File: config.mk
export PLATFORM = sky130hd
export DESIGN_NAME = ex_muldiv
export DESIGN_NICKNAME = d
export VERILOG_FILES = /design/src/rtl/ex_muldiv.sv
export SDC_FILE = /design/constraint.sdc
export NUM_CORES = 2
export LEC_CHECK = 0
export CAP_MARGIN = 20
export CORE_MARGIN = 2
export CORE_UTILIZATION = 60
export CTS_BUF_LIST = sky130_fd_sc_hd__clkbuf_4 sky130_fd_sc_hd__clkbuf_8
export DETAILED_ROUTE_END_ITERATION = 10
export PLACE_DENSITY = 0.75
export SYNTH_ARGS = -nofsm -noshare
export SYNTH_HDL_FRONTEND = slang
export SYNTH_SLANG_ARGS = --single-unit
File: constraint.sdc
create_clock -name clk_i -period 14.4 [get_ports clk_i]
set_input_delay 4.32 -clock clk_i [delete_from_list [all_inputs] [get_ports clk_i]]
set_output_delay 4.32 -clock clk_i [all_outputs]
set_load 0.05 [all_outputs]
File: src/rtl/ex_muldiv.sv
// ex_muldiv: RV32M multiply/divide unit for the EX stage, stalling the front end until done.
// Ports: clk_i/rst_i clock and async active-high reset; start_i/flush_i/op_i/a_i/b_i request;
// result_o/done_o one-cycle result pulse; busy_o not idle; stall_o front-end hold.
module ex_muldiv #(
    parameter int MUL_LATENCY = 2
) (
    input  logic        clk_i,
    input  logic        rst_i,
    input  logic        start_i,
    input  logic        flush_i,
    input  logic [2:0]  op_i,
    input  logic [31:0] a_i,
    input  logic [31:0] b_i,
    output logic [31:0] result_o,
    output logic        done_o,
    output logic        busy_o,
    output logic        stall_o
);
    localparam logic [1:0] IDLE = 2'd0;
    localparam logic [1:0] MUL  = 2'd1;
    localparam logic [1:0] DIV  = 2'd2;
    localparam logic [1:0] DONE = 2'd3;
    logic [1:0]  state;
    logic [2:0]  op_q;
    logic [31:0] a_q, b_q, quo, rem;
    logic [4:0]  cnt;
    logic        div_init;
    logic signed [32:0] ma, mb;
    logic signed [63:0] prod;
    logic [31:0] mul_res, a_mag, b_mag, q_nx, r_nx, q_fix, r_fix, div_res, spec_res;
    logic [32:0] rem_sh, diff;
    logic        signed_div, a_neg, b_neg, div_zero, div_ovf, fits;
    // 33x33 signed product: the extra bit is the operand sign only for the signed flavours
    assign ma = {(op_q == 3'd1 || op_q == 3'd2) & a_q[31], a_q};
    assign mb = {(op_q == 3'd1) & b_q[31], b_q};
    assign prod = $signed({{31{ma[32]}}, ma}) * $signed({{31{mb[32]}}, mb});
    assign mul_res = (op_q == 3'd0) ? prod[31:0] : prod[63:32];
    assign signed_div = ~op_q[0];
    assign a_neg = signed_div & a_q[31];
    assign b_neg = signed_div & b_q[31];
    assign a_mag = a_neg ? -a_q : a_q;
    assign b_mag = b_neg ? -b_q : b_q;
    assign div_zero = (b_q == 32'd0);
    assign div_ovf = signed_div & (a_q == 32'h8000_0000) & (b_q == 32'hffff_ffff);
    // One restoring step: shift the next dividend bit into the partial remainder
    assign rem_sh = {rem, quo[31]};
    assign diff = rem_sh - {1'b0, b_mag};
    assign fits = ~diff[32];
    assign q_nx = {quo[30:0], fits};
    assign r_nx = fits ? diff[31:0] : rem_sh[31:0];
    assign q_fix = (a_neg ^ b_neg) ? -q_nx : q_nx;
    assign r_fix = a_neg ? -r_nx : r_nx;
    assign div_res = op_q[1] ? r_fix : q_fix;
    assign spec_res = div_zero ? (op_q[1] ? a_q : 32'hffff_ffff) : (op_q[1] ? 32'd0 : 32'h8000_0000);
    assign done_o = (state == DONE);
    assign busy_o = (state != IDLE);
    assign stall_o = start_i & ~done_o & ~flush_i;
    always_ff @(posedge clk_i or posedge rst_i) begin
        if (rst_i) begin
            state    <= IDLE;
            op_q     <= 3'd0;
            a_q      <= 32'd0;
            b_q      <= 32'd0;
            quo      <= 32'd0;
            rem      <= 32'd0;
            cnt      <= 5'd0;
            div_init <= 1'b0;
            result_o <= 32'd0;
        end else if (flush_i) begin
            state <= IDLE;
            cnt   <= 5'd0;
        end else begin
            case (state)
                IDLE: if (start_i) begin
                    op_q     <= op_i;
                    a_q      <= a_i;
                    b_q      <= b_i;
                    cnt      <= 5'd0;
                    div_init <= 1'b1;
                    state    <= op_i[2] ? DIV : MUL;
                end
                MUL: if (cnt == 5'(MUL_LATENCY - 1)) begin
                    state    <= DONE;
                    cnt      <= 5'd0;
                    result_o <= mul_res;
                end else begin
                    cnt <= cnt + 5'd1;
                end
                // First DIV cycle resolves special cases or loads the dividend magnitude
                DIV: if (div_init) begin
                    div_init <= 1'b0;
                    if (div_zero || div_ovf) begin
                        state    <= DONE;
                        result_o <= spec_res;
                    end else begin
                        quo <= a_mag;
                        rem <= 32'd0;
                    end
                end else begin
                    quo <= q_nx;
                    rem <= r_nx;
                    cnt <= cnt + 5'd1;
                    if (cnt == 5'd31) begin
                        state    <= DONE;
                        result_o <= div_res;
                    end
                end
                default: state <= IDLE;
            endcase
        end
    end
endmodule

==> flow_summary.ini <==
[job]
cap_violations = 0

[floorplanning]
die_w_um = 296
initial_core_util_pct = 60.4
ioPinCount = 106
coreArea_sq_mm = 0.0849
die_h_um = 296
die_area_sq_mm = 0.0878
row_count = 107

[worst_setup_path]
critPathArrivalTime_ns = 6.05
worstSetupStartpointType = input pin
endpoint_kind = primary output
critPathSlowestCell = clkdlybuf4s50_1
critical_path_required_ns = 10.08
cp_common_cell = clkdlybuf4s50_1
cpPeakStageDelay_ns = 0.79
crit_type = in2out
crit_chain = clkdlybuf4s50_1 -> nor2_1 -> and2_1 -> clkdlybuf4s50_1
path_max_fanout = 11

[synthesis]
synth-adder-area-share_pct = 50.2
syn_nets = 7307
ys_ff_latch = 171
synth_mux_area_share_pct = 2.34
ys_warn_count = 0
synth_top_family_by_area = adder cells
synthSimpleGateAreaFrac_pct = 15.6
synth-compound-area-share_pct = 8.51
ys_top_cells_by_area = fa_1, inv_1, dfrtp_1, nand2_1, ha_1
syn_area_per_cell_sq_um = 8.76
synthXorXnorAreaFrac_pct = 3.43
synth_edf_count = 0
synthCells = 5854
yosysSeqAreaShare_pct = 8.35
synth_area_sq_mm = 0.0513
ys_async_sr_fraction_pct = 100
synth-main-ff-cell = dfrtp_1
yosysTopAreaCell = fa_1
yosys.area.top_type_share_pct = 44.0
synth_cell_types = 93

[layout]
layout-drive-gt1-share_pct = 4.52
nNetsFinal = 7172
area_growth_pct = 4.46
utilization_pct = 63.1
fillers = 7256

[timing]
final_max_slew_viol_count = 0
max_freq_ghz = 0.0964
rsz0062_at_grt = false
worst_pin_slew_ns = 1.26
slew-limit-headroom_pct = 15.5
fin_tns_setup_ns = 0
fin_crit_sh_pct = 72.0
fin_crit_ns = 10.37
final.setup.worst_slack_ns = 4.03
hold_viol_final = 0
setup_viol = 0
skew_ns = 0.0282

[global_routing]
grt_usage_pct = 37.3
grt_use_met2_pct = 59.9
antenna_found_initial = 6
top_usage_layer = met2
use_met3_pct = 6.51
grt-ovfl-total = 0
met1_usage_pct = 47.3
grt_max_degree = 100
grt_pass1_vias = 43184
grt_pass1_wl_um = 247000

[route]
drt.antenna.violating_nets = 0
vias_per_cell = 5.98
postRouteWirelength_um = 157000
wl_per_cell_um = 22.8
drc = 0
dr.pass1.iters = 8
dr.first_iter.drc_count = 3970
num_vias = 41091

[run_status]
outcome = finished, final reports clean

[place]
hpwl_um = 118000
dp_slack_ns = 4.03
io_buffer_count = 105
place_congestion = 1.05

[clock_tree]
root_buffer = clkbuf_8
cts_resized = 0
cts_setup_buffers = 0
htree_levels = 4
clock_path_buffers = 2
path_clk_slew_ns = 0.13
cts_tree = done
clock_latency_ns = 0.53
holdBufCountCts = 0
cts_buffers = 17
cts_sinks = 171

[hold_path]
hold_class = reg2reg
## layout by cell type (no fill, tap or decap), types with 24 or more instances in the layout
cell type and n:
a21o_1 50, dfrtp_1 165, mux2_2 76, nand3_1 50
o21ai_0 198, a31oi_1 29, xnor2_1 123, and2_1 302
nor2_1 191, mux2i_1 33, clkdlybuf4s50_1 105, inv_1 1210
or3_1 25, xor2_1 78, o31ai_1 24, ha_1 256
fa_1 1126, nand2b_1 33, nand2_1 948, nor3_1 49
buf_4 91, a21oi_1 184
## path summary, 6_finish.rpt
kind,from,end,slack (ns),cells past startpoint
min reg2reg,result_o[12],result_o[12],0.49,1
min,result_o[12],result_o[12],0.49,1
max,flush_i,stall_o,4.03,4
min in group asynchronous,rst_i,state[0],4.29,2
max in group asynchronous,rst_i,b_q[26],8.73,3
max reg2reg,op_q[0],result_o[29],4.74,29
## stage by stage
| step | area, sq um | hold slack [ns] | std cells |
|---|---|---|---|
| 2_1_floorplan | 51300 | 0.461 | 5854 |
| 3_3_place_gp | 53100 | 0.464 | 6843 |
| 3_5_place_dp | 53100 | 0.465 | 6843 |
| 4_1_cts | 53500 | 0.494 | 6875 |
| 5_1_grt | 53600 | 0.505 | 6877 |
| 6_report | 53600 | 0.492 | 6877 |
## layout make-up
class | count | area, sq um | area share [%]
repair buffers | 197 | 1750 | 3.27
flip-flops and latches | 171 | 4290 | 8.00
inverters | 1216 | 4570 | 8.53
clock buffers | 17 | 234 | 0.437
multi-input cells | 4116 | 41100 | 76.7
well taps | 1144 | 1430 | 2.67
clock inverters | 15 | 185 | 0.346
diodes | 1 | 2.50 | 0.00467
## cells in the mapped netlist (all sizes together), types with 10 or more instances
library cell and instances:
mux2 77, and2 303, nor2 192, xnor2 123, nand4 21, mux2i 33, o21bai 17, xor2 78
o21ai 218, a21o 50, clkbuf 244, a221oi 13, nor2b 16, ha 256, o41ai 10, fa 1126
a21oi 187, dfrtp 171, and3 23, or3 25, nor3b 11, a211oi 24, nor3 51, a31oi 29
nor4 24, nand3 50, nand2 948, o31ai 26, inv 1214, or2 15, or4 10, nand2b 33
buf 107, o211ai 19
## critical path, delay by kind of cell
kind | cells | cell delay [ns]
buffers and inverters | 2 | 1.38
AND/OR/NAND/NOR | 2 | 0.34
## per-layer routing
layer	part of all wire (%)	vias to the layer above	routed length [um]
li1	-	17428	-
met1	37	20846	57600
met2	46	2197	72300
met3	9.2	618	14500
met4	7.9	2	12400
met5	0.0083	-	13
## flip-flops by register name, indices dropped and copies added, names as in the netlist
signal,count
a_q,32
op_q,3
result_o,32
quo,32
rem,32
b_q,32
cnt,5
div_init,1
state,2
## kinds of logic (layout without fill, tap and decap cells)
group,Yosys count,after routing
other,0,1
flip-flops,171,171
adder cells (fa/ha/maj),1382,1382
AO/OA/AOI/OAI,682,682
multiplexers,110,110
buffers and inverters,1567,1445
AND/OR/NAND/NOR,1741,1741
XOR/XNOR,201,201
Power is left out: the tool's default activity adds up to more than one toggle a clock period on the data nets, which glitch-free logic cannot reach.
